===== src/rtl/mem_arbiter.sv =====
// mem_arbiter: round-robin sharing of one variable-latency memory port between
// instruction fetch and load/store, with a watchdog that aborts stuck transactions.
module mem_arbiter #(
    parameter int n       = 16,
    parameter int TIMEOUT = 255
) (
    input  logic         clk,
    input  logic         reset,
    input  logic         if_req,
    input  logic [n-1:0] if_addr,
    output logic [n-1:0] if_rdata,
    output logic         if_ack,
    input  logic         d_req,
    input  logic         d_we,
    input  logic [n-1:0] d_addr,
    input  logic [n-1:0] d_wdata,
    output logic [n-1:0] d_rdata,
    output logic         d_ack,
    output logic         err,
    output logic         m_req,
    output logic         m_we,
    output logic [n-1:0] m_addr,
    output logic [n-1:0] m_wdata,
    input  logic [n-1:0] m_rdata,
    input  logic         m_ready
);
    typedef enum logic [1:0] {IDLE, BUSY_I, BUSY_D} state_t;

    localparam logic [15:0] TMO = 16'(TIMEOUT);

    state_t       state_q, state_d;
    logic [n-1:0] m_addr_q, m_addr_d, m_wdata_q, m_wdata_d;
    logic [n-1:0] if_rdata_q, if_rdata_d, d_rdata_q, d_rdata_d;
    logic         m_we_q, m_we_d, if_ack_q, if_ack_d, d_ack_q, d_ack_d;
    logic         err_q, err_d, last_d_q, last_d_d;
    logic [15:0]  cnt_q, cnt_d;
    logic         if_elig, d_elig, grant_i, grant_d;
    logic [n-1:0] rd;

    // A requester whose ack is showing this cycle waits one more cycle before re-arbitration
    assign if_elig = if_req && !if_ack_q;
    assign d_elig  = d_req && !d_ack_q;
    assign grant_i = if_elig && (!d_elig || last_d_q);
    assign grant_d = d_elig && !grant_i;
    assign rd      = m_ready ? m_rdata : '0;

    always_comb begin
        state_d    = state_q;
        m_addr_d   = m_addr_q;
        m_wdata_d  = m_wdata_q;
        m_we_d     = m_we_q;
        if_rdata_d = if_rdata_q;
        d_rdata_d  = d_rdata_q;
        last_d_d   = last_d_q;
        cnt_d      = cnt_q;
        if_ack_d   = 1'b0;
        d_ack_d    = 1'b0;
        err_d      = 1'b0;
        if (state_q == IDLE) begin
            if (grant_i || grant_d) begin
                state_d   = grant_i ? BUSY_I : BUSY_D;
                m_addr_d  = grant_i ? if_addr : d_addr;
                m_wdata_d = grant_i ? '0 : d_wdata;
                m_we_d    = grant_d && d_we;
                last_d_d  = grant_d;
                cnt_d     = '0;
            end
        end else if (m_ready || cnt_q == TMO) begin
            // m_ready takes priority over the watchdog when both land together
            state_d    = IDLE;
            if_ack_d   = state_q == BUSY_I;
            d_ack_d    = state_q == BUSY_D;
            err_d      = !m_ready;
            if_rdata_d = state_q == BUSY_I ? rd : if_rdata_q;
            d_rdata_d  = state_q == BUSY_D ? rd : d_rdata_q;
        end else begin
            cnt_d = cnt_q + 16'd1;
        end
    end

    always_ff @(posedge clk or posedge reset) begin
        if (reset) begin
            state_q    <= IDLE;
            m_addr_q   <= '0;
            m_wdata_q  <= '0;
            m_we_q     <= 1'b0;
            if_rdata_q <= '0;
            d_rdata_q  <= '0;
            last_d_q   <= 1'b1;
            cnt_q      <= '0;
            if_ack_q   <= 1'b0;
            d_ack_q    <= 1'b0;
            err_q      <= 1'b0;
        end else begin
            state_q    <= state_d;
            m_addr_q   <= m_addr_d;
            m_wdata_q  <= m_wdata_d;
            m_we_q     <= m_we_d;
            if_rdata_q <= if_rdata_d;
            d_rdata_q  <= d_rdata_d;
            last_d_q   <= last_d_d;
            cnt_q      <= cnt_d;
            if_ack_q   <= if_ack_d;
            d_ack_q    <= d_ack_d;
            err_q      <= err_d;
        end
    end

    assign m_req    = state_q != IDLE;
    assign m_we     = m_we_q && state_q == BUSY_D;
    assign m_addr   = m_addr_q;
    assign m_wdata  = m_wdata_q;
    assign if_ack   = if_ack_q;
    assign d_ack    = d_ack_q;
    assign err      = err_q;
    assign if_rdata = if_rdata_q;
    assign d_rdata  = d_rdata_q;
endmodule


===== config.mk =====
export PLATFORM = sky130hd
export DESIGN_NAME = mem_arbiter
export DESIGN_NICKNAME = d
export VERILOG_FILES = /design/src/rtl/mem_arbiter.sv
export SDC_FILE = /design/constraint.sdc
export NUM_CORES = 1
export LEC_CHECK = 0
export CAP_MARGIN = 20
export CORE_ASPECT_RATIO = 1.1
export CORE_UTILIZATION = 40
export DETAILED_ROUTE_END_ITERATION = 7
export DONT_BUFFER_PORTS = 1
export HOLD_SLACK_MARGIN = 0.03
export PLACE_DENSITY = 0.65
export SYNTH_ARGS = -nofsm -noshare
export SYNTH_HDL_FRONTEND = slang
export SYNTH_SLANG_ARGS = --single-unit

===== constraint.sdc =====
create_clock -name clk -period 3.2 [get_ports clk]
set_clock_uncertainty 0.1 [all_clocks]
set_input_delay 0.32 -clock clk [delete_from_list [all_inputs] [get_ports clk]]
set_output_delay 0.32 -clock clk [all_outputs]
set_load 0.02 [all_outputs]

Word-level counts from Yosys, hierarchy flattened

Index checks and enable logic that the tools add are counted.

$add $sub $neg: 1
Equal/unequal tests: 5
Muxes and demuxes: 16
Bitwise operators: 1
Reductions and logical operators: 22

Operator list:

| cell                                                 | count |
|---|---|
| two-way mux 16 bit                                   | 6 |
| adder 16 x 1 -> 16 bit, second input constant        | 1 |
| equality test 16 x 8 -> 1 bit, second input constant | 1 |
| two-way mux 2 bit                                    | 4 |
| logical AND 1 bit                                    | 6 |
| two-way mux 1 bit                                    | 6 |
| AND reduction 2 bit                                  | 3 |
| AND reduction 3 bit                                  | 2 |
| logical NOT 1 bit                                    | 5 |
| nonzero test 2 bit                                   | 2 |
| logical OR 1 bit                                     | 3 |
| equality test 2 x 1 -> 1 bit, second input constant  | 1 |
| equality test 2 bit, second input constant           | 1 |
| logical NOT 2 bit                                    | 1 |
| != test 2 x 1 -> 1 bit, second input constant        | 1 |
| != test 2 bit, second input constant                 | 1 |
| NOT 1 bit                                            | 1 |

Bits in registers: 87
Input bits: 70

Depth between registers and ports, before layout

Gate-level depths: netlist of run 1.

Depth after elaboration: 10
Depth in mapped cells: 7
Mapped depth without buffers: 5

Worst setup path after synthesis of run 1

No wires, ideal clock.

Path kind: register to register
Start point: register cnt_q[0]
End point: register cnt_q[13]
Arrival: 1.599 ns
Required time: 3.018 ns
Path slack: 1.419 ns
Cell stages (with the launch flop): 8
Cells stage by stage: dfrtp_1 -> ha_1 -> and3_1 -> clkbuf_4 -> a41oi_1 -> buf_2 -> a41oi_1 -> a31oi_1

Word-level cells in the longest chain between the ends: 4

Ends and longest elaborated chain:

| element                                                        | line | source |
|---|---|---|
| start: declaration                                             | 36   | `logic [15:0] cnt_q, cnt_d;` |
| start signal: assignment                                       | 102  | `cnt_q <= cnt_d;` |
| branches (longest 4 deep; another with adder 16 x 1 -> 16 bit) | --   |  |

Several ways; the timed one is not identified. The select of a mux whose other input is x is not followed.
A chain may end at the register's enable or synchronous reset.

Worst setup path after layout of run 1

Start point: register cnt_q[0]
End point: register d_rdata_q[3], in the netlist d_rdata[3]

Word-level cells in the longest chain between the ends: 3

Ends and longest elaborated chain:

| element                       | line | source |
|---|---|---|
| equality test 16 x 8 -> 1 bit | 68   | `end else if (m_ready \|\| cnt_q == TMO) begin` |
| logical OR 1 bit              | 68   |  |
| AND reduction 3 bit (no line) | --   |  |
| end signal: assignment        | 100  | `d_rdata_q <= d_rdata_d;` |
| end: declaration              | 33   | `logic [n-1:0] if_rdata_q, if_rdata_d, d_rdata_q, d_rdata_d;` |

Every way passes these cells.

==> key figures, run 1 <==
GRT
  – M3 GR Usage: between 6 and 7%
  – First-pass GRT wire length: roughly 14 mm
  – Most Crowded Layer GR: met2
  – GRT met1 Usage: between 20% and 30%
  – Initial antenna violation count: 0
  – All-Layer GR Usage: between 10% and 20%
  – Pin count of the biggest net entering global routing: 37
  – Congestion Overflow GR: 0
  – Vias in the first global route: 2840
  – Met2 Usage GRT: slightly below 30%

Synthesis
  – Mapped Avg Cell Area: around 12 µm²
  – Cell with the most instances after synthesis: dfrtp_1
  – Synth Register Bits: 87
  – Number of synthesized flops with an enable pin: 0
  – Top cell type's share of synthesized area: around 56%
  – Sequential area share after synthesis: a little under three fifths
  – Yosys cell types: 45
  – Synthesis Warnings: 0
  – Syn Nets: 380
  – Syn Inst Count: between 300 and 400
  – Main flop type after synthesis: dfrtp_1
  – Syn Std Cell Area: roughly 0.0038 mm²
  – Largest cells by area after synthesis: dfrtp_1 (56%), a32o_1 (8.4%), mux2i_1 (4.5%), a22o_1 (4.1%), a31oi_1 (2.8%)
  – Synth area leader: dfrtp_1
  – Synth cell count leaders: dfrtp_1 (86), a32o_1 (32), nand2_1 (24)
  – Synth async-reset ratio: 100.0%

Placement
  – Port bufs: 0
  – Post-detail-place hpwl: about 5.4 mm
  – GPL Wtd Cong: 0.8238

Floorplanning
  – Die ar.: roughly 0.0099 mm²
  – Initial Utilization: 40.94%
  – Io pins: approximately 140
  – Die Y: ~100 µm
  – Die span in x: 95.06 µm
  – Core ar.: 0.009305 mm²
  – Placement row count: 37

Worst setup path
  – Critical path capture point type: flop
  – Crit path kind: reg2reg
  – Worst Path Required: approximately 3400 ps
  – CP startpoint kind: flop
  – Worst path arrival time: 2730 ps
  – Maximum fanout along the worst path: 17

Drt
  – Residual DRC: 0
  – Routed Antenna Nets: 0
  – Drt first pass iters: 6
  – Drt via density: 5.942
  – Vias after detailed routing: approximately 2800
  – Initial DRC Count: around 190
  – Routed wire length: ~8.6 mm
  – Average wire per standard cell: about 18 µm

Timing
  – Sum Neg Setup Slack: 0 ps
  – Final Hold Vio Count: 0
  – Fmax: approximately 0.4 GHz
  – Slew headroom: between 50% and 60%
  – Least-Margin Pin Slew: between 700 and 800 ps
  – Post-route clock period utilization: approximately 79%
  – Min Tclk post-route: ~2500 ps
  – Finish-stage setup viols: 0
  – RSZ-0062 raised after global routing: false
  – Count of pins over their slew limit: 0

Clocking
  – Cts repair resizes: 0
  – Hold buffers post-CTS: 37
  – CTS tree: done
  – Clk slew on worst S/H paths: 110 ps
  – Clk_lat worst skew: approximately 360 ps
  – Worst-case clock buffer depth: 2
  – Number of buffers created by CTS: 9
  – Clk sink count: between 80 and 90
  – Clock root cell: clkbuf_8
  – H-tree depth: 3
  – Setup bufs post-CTS: 0

Power and ir drop
  – Worst VDD drop: about 440 µV
  – PD cells: 932.8 mW/mm²
  – Leak: approximately 0.0019 µW

Finish
  – Inserted Diodes: 0
  – Core Util, Final: between 40% and 50%
  – Area Overhead vs Synth: 17.31%
  – Nets: approximately 420
  – Fill count: 821
  – Layout cells sized above 1: roughly 12%

Run
  – MaxCap Viol Count: 0

Min path
  – Min-Delay Path Class: in2reg

Outcome
  – Outcome: complete, no violations
[layer usage]
metal	part of all wire (%)	vias to the layer above	wire, µm
met1	42	1364	3593
met2	50	127	4253
met5	0	-	0
met4	1.8	0	155
li1	-	1262	-
met3	6.6	16	563
[critical path: stages (launching register included)]
cell and delay, ps:
dfrtp_1 450, ha_1 260, and3_1 260, and4_4 200
o21ai_4 450, a32o_1 200, dlygate4sd3_1 540
[state kept, by name (all words and copies together), names as in the netlist, 2 cells and up]
register and flops:
d_rdata 16, state_q 2, cnt_q 16, m_wdata 16, if_rdata 16, m_addr 16
[placed cells by master, fill, tap and decap left out, types with 6 or more instances in the layout]
cell type / netlist / final
a21oi_1: 9 / 9
a22o_1: 18 / 18
a31oi_1: 17 / 17
a32o_1: 32 / 32
buf_4: 4 / 8
clkbuf_8: 2 / 9
dfrtp_1: 86 / 86
dlygate4sd3_1: 0 / 39
mux2i_1: 17 / 17
nand2_1: 24 / 24
nand3_1: 6 / 6
nor2_1: 7 / 7
o21ai_0: 19 / 19
[report_power, final]
group / switching [µW] / leakage [µW] / internal, µW
combinational: 624 / 0.000733 / 509
sequential: 774 / 0.00112 / 1510
clock: 447 / 0.0000950 / 307
total: 1840 / 0.00195 / 2320
[metrics by stage]
stage / total power (µW) / instance area [µm²] / setup WS (ps) / instances / hold slack, ps
3_3_place_gp: 3326 / 3849 / 1153 / 410 / 147.0
5_1_grt: 4432 / 4469 / 581.9 / 466 / 49.15
2_1_floorplan: 3127 / 3810 / 531.5 / 309 / 352.7
3_5_place_dp: 3371 / 3849 / 1106 / 410 / 147.7
6_report: 4169 / 4469 / 676.2 / 466 / 58.51
4_1_cts: 4178 / 4422 / 703.5 / 463 / 32.50
[cell type report]
cell class / count / area [µm²] / area share [%]
sequential: 87 / 2178 / 48.74
multi-input combinational: 193 / 1444 / 32.31
timing repair buffer: 48 / 478.0 / 10.69
tap: 117 / 146.4 / 3.275
clock buffer: 9 / 123.9 / 2.772
clock inverter: 7 / 78.83 / 1.764
inverter: 5 / 20.02 / 0.4479
[final timing paths]
| kind | start | endpoint | slack, ps | cells after the start |
|---|---|---|---|---|
| worst max-delay path | cnt_q[0]$_DFFE_PP0P_ | d_rdata[3]$_DFFE_PP0P_ | 680 | 6 |
| worst min-delay path | d_addr[3] | m_addr[3]$_DFFE_PP0P_ | 60 | 2 |
| worst max register to register | cnt_q[0]$_DFFE_PP0P_ | d_rdata[3]$_DFFE_PP0P_ | 680 | 6 |
| worst min register to register | m_we_q$_DFFE_PP0P_ | m_we_q$_DFFE_PP0P_ | 410 | 1 |
| max in group asynchronous | reset | cnt_q[5]$_DFFE_PP0P_ | 1920 | 3 |
| min in group asynchronous | reset | m_wdata[11]$_DFFE_PP0P_ | 310 | 2 |
[kinds of logic after synthesis]
family	Yosys count	share of synthesized area (%)
flops	87	57.18
simple gates	61	9.295
compound gates	114	23.51
buf+inv	29	5.221
mux	17	4.466
fa+ha+maj	1	0.3284
(Power assumes the default switching activity.)
==> inputs of run 2 (changes only) <==
--- a/config.mk
+++ b/config.mk
@@ -11,7 +11,7 @@
 export DETAILED_ROUTE_END_ITERATION = 7
 export DONT_BUFFER_PORTS = 1
 export HOLD_SLACK_MARGIN = 0.03
-export PLACE_DENSITY = 0.65
+export PLACE_DENSITY = 0.67
 export SYNTH_ARGS = -nofsm -noshare
 export SYNTH_HDL_FRONTEND = slang
 export SYNTH_SLANG_ARGS = --single-unit
==> constraint.sdc (replaced) <==
create_clock -name clk -period 2.25 [get_ports clk]
set_clock_uncertainty 0.1 [all_clocks]
set_input_delay 0.225 -clock clk [delete_from_list [all_inputs] [get_ports clk]]
set_output_delay 0.225 -clock clk [all_outputs]
set_load 0.02 [all_outputs]
==> run 2 against run 1 <==
Global-route usage grew 1.7 points. Total power up 52%. Largest cell class unchanged. Critical path type unchanged. Largest power group unchanged. Non-clock buffer count increased by 26. Clock-buffer cell count unchanged.
==> key figures, run 2 (same netlist as run 1, synthesis figures left out) <==
Outcome
  – Outcome: complete, no violations (unchanged)

Power and ir drop
  – Sw Ratio: 42.13% (was 44.25%)
  – Worst VDD drop: 631.1 µV (was 444.4 µV)
  – Clock power share: 21.8% (was 18.1%)
  – Leak: 0.002089 µW (was 0.001947 µW)
  – PD cells: 1314 mW/mm² (was 932.8 mW/mm²)
  – Reg power frac: 51.5% (was 54.7%)
  – Comb power frac: 26.7% (was 27.2%)
  – Cell-internal power: 3655 µW (was 2324 µW)
  – NetSw: 2661 µW (was 1845 µW)

Placement
  – Post-detail-place hpwl: 5.442 mm (was 5.428 mm)
  – GPL Wtd Cong: 0.8223 (was 0.8238)
  – Port bufs: 0 (unchanged)

Worst setup path
  – Worst path arrival time: 2200 ps (was 2730 ps)
  – Worst Path Required: 2440 ps (was 3410 ps)
  – Crit path kind: reg2reg (unchanged)
  – CP max stage delay: 450 ps (was 540 ps)
  – CP Cell Sequence: ha_1 > and3_1 > and4_4 > o21ai_4 > a32o_1 (was ha_1 > and3_1 > and4_4 > o21ai_4 > a32o_1 > dlygate4sd3_1)
  – Critical path capture point type: flop (unchanged)
  – Slowest CP cell: dfrtp_1 (was dlygate4sd3_1)
  – Maximum fanout along the worst path: 17 (unchanged)
  – CP startpoint kind: flop (unchanged)

Finish
  – Layout cells sized above 1: 10.93% (was 12.03%)
  – Fill count: 762 (was 821)
  – Most frequent cells in the layout: dfrtp_1 (86), dlygate4sd3_1 (66), a32o_1 (32), nand2_1 (24), o21ai_0 (19) (was dfrtp_1 (86), dlygate4sd3_1 (39), a32o_1 (32), nand2_1 (24), o21ai_0 (19))
  – Nets: 441 (was 415)
  – Area Overhead vs Synth: 26.21% (was 17.31%)
  – Leading cell type in the layout, fill and taps excluded: dfrtp_1 (unchanged)
  – Inserted Diodes: 0 (unchanged)

Timing
  – Sum Neg Setup Slack: 0 ps (unchanged)
  – Fmax: 0.4964 GHz (was 0.3962 GHz)
  – RSZ-0062 raised after global routing: false (unchanged)
  – Final Hold Vio Count: 0 (unchanged)
  – Least-Margin Pin Slew: 692.0 ps (was 700.2 ps)
  – Count of pins over their slew limit: 0 (unchanged)
  – Slew headroom: 53.72% (was 53.17%)
  – Hold Slack: 80.47 ps (was 58.51 ps)
  – Finish-stage setup viols: 0 (unchanged)
  – Min Tclk post-route: 2015 ps (was 2524 ps)
  – Post-route clock period utilization: 89.54% (was 78.87%)

Clocking
  – H-tree depth: 3 (unchanged)
  – CTS tree: done (unchanged)
  – Clock root cell: clkbuf_8 (unchanged)
  – Clk sink count: 87 (unchanged)
  – Number of buffers created by CTS: 9 (unchanged)
  – Worst-case clock buffer depth: 2 (unchanged)
  – Cts repair resizes: 0 (unchanged)
  – Clk slew on worst S/H paths: 90 ps (was 110 ps)
  – Clk_lat worst skew: 360 ps (about the same)

Min path
  – Min-Delay Path Class: in2reg (unchanged)

Floorplanning
  – Core ar.: 0.009305 mm² (unchanged)
  – Die ar.: 0.009920 mm² (unchanged)
  – Placement row count: 37 (unchanged)
  – Die span in x: 95.06 µm (unchanged)
  – Die Y: 104.4 µm (unchanged)
  – Initial Utilization: 40.94% (unchanged)
  – Io pins: 139 (unchanged)

Drt
  – Drt first pass iters: 4 (was 6)
  – Average wire per standard cell: 18.88 µm (was 18.38 µm)
  – Routed Antenna Nets: 0 (unchanged)
  – Initial DRC Count: 227 (was 192)
  – Residual DRC: 0 (unchanged)
  – Routed wire length: 9.287 mm (was 8.566 mm)
  – Vias after detailed routing: 2922 (was 2769)
  – Drt via density: 5.939 (was 5.942)

GRT
  – First-pass GRT wire length: 15.19 mm (was 13.82 mm)
  – Congestion Overflow GR: 0 (unchanged)
  – All-Layer GR Usage: 19.73% (was 18.05%)
  – Initial antenna violation count: 0 (unchanged)
  – Vias in the first global route: 2944 (was 2840)
  – Pin count of the biggest net entering global routing: 51 (was 37)

Run
  – MaxCap Viol Count: 0 (unchanged)
## run 2: layout make-up
| class | count | area, µm² | share of cell area, % |
|---|---|---|---|
| repair buffers | 74 | 758.2 | 15.77 |
| multi-input cells | 193 | 1444 | 30.03 |
| flip-flops and latches | 87 | 2178 | 45.30 |
| well taps | 117 | 146.4 | 3.044 |
| clock inverters | 7 | 135.1 | 2.810 |
| inverters | 5 | 22.52 | 0.4684 |
| clock buffers | 9 | 123.9 | 2.576 |
## run 2: metrics by stage
stage / std cells / total power [µW] / cell area, µm² / utilization (%) / setup WS (ps)
after floorplan: 309 / 4448 / 3814 / - / 468.9
after global placement: 409 / 4736 / 3869 / 41.58 / 312.1
after detailed placement: 409 / 4806 / 3869 / 41.58 / 261.8
after CTS: 492 / 6300 / 4808 / 51.67 / 246.8
after global routing: 492 / 6671 / 4808 / 51.67 / 83.77
final: 492 / 6316 / 4808 / 51.67 / 235.4
## run 2: worst max-delay path, delay by kind of cell, from the launching register on
family | cells | cell delay, ps
compound gates | 2 | 640
simple gates | 2 | 490
fa+ha+maj | 1 | 270
flops | 1 | 450
## run 2: final timing paths
path	start	end	slack, ps	depth (start not counted)
max	cnt_q[0]$_DFFE_PP0P_	if_rdata[8]$_DFFE_PP0P_	240	5
max reg2reg	cnt_q[0]$_DFFE_PP0P_	if_rdata[8]$_DFFE_PP0P_	240	5
min reg2reg	m_we_q$_DFFE_PP0P_	m_we_q$_DFFE_PP0P_	420	1
min in group asynchronous	reset	d_rdata[15]$_DFFE_PP0P_	160	2
min	m_ready	err$_DFF_PP0_	80	2
max in group asynchronous	reset	m_wdata[1]$_DFFE_PP0P_	1260	3
## run 2: power groups by stage
stage / clock, µW / sequential, µW / combinational (µW)
6_report: 1380 / 3250 / 1680
5_1_grt: 1480 / 3330 / 1860
4_1_cts: 1410 / 3250 / 1640
3_5_place_dp: 0 / 3260 / 1550
3_3_place_gp: 0 / 3260 / 1480
2_1_floorplan: 0 / 3120 / 1320
## run 2: metal layers
layer | up-vias | global-route usage (%) | routed length, µm | part of all wire [%]
met5 | - | 0 | 0 | 0
met4 | 0 | 6.277 | 186 | 2.0
met3 | 17 | 6.287 | 712 | 7.7
met2 | 147 | 30.99 | 4513 | 49
met1 | 1439 | 25.68 | 3874 | 42
li1 | 1319 | - | - | -
## run 2: timing repair
| item | CTS | global route |
|---|---|---|
| endpoints found under the hold margin | 155 | 0 |
| setup buffers | 0 | 0 |
| hold buffers | 67 | 0 |
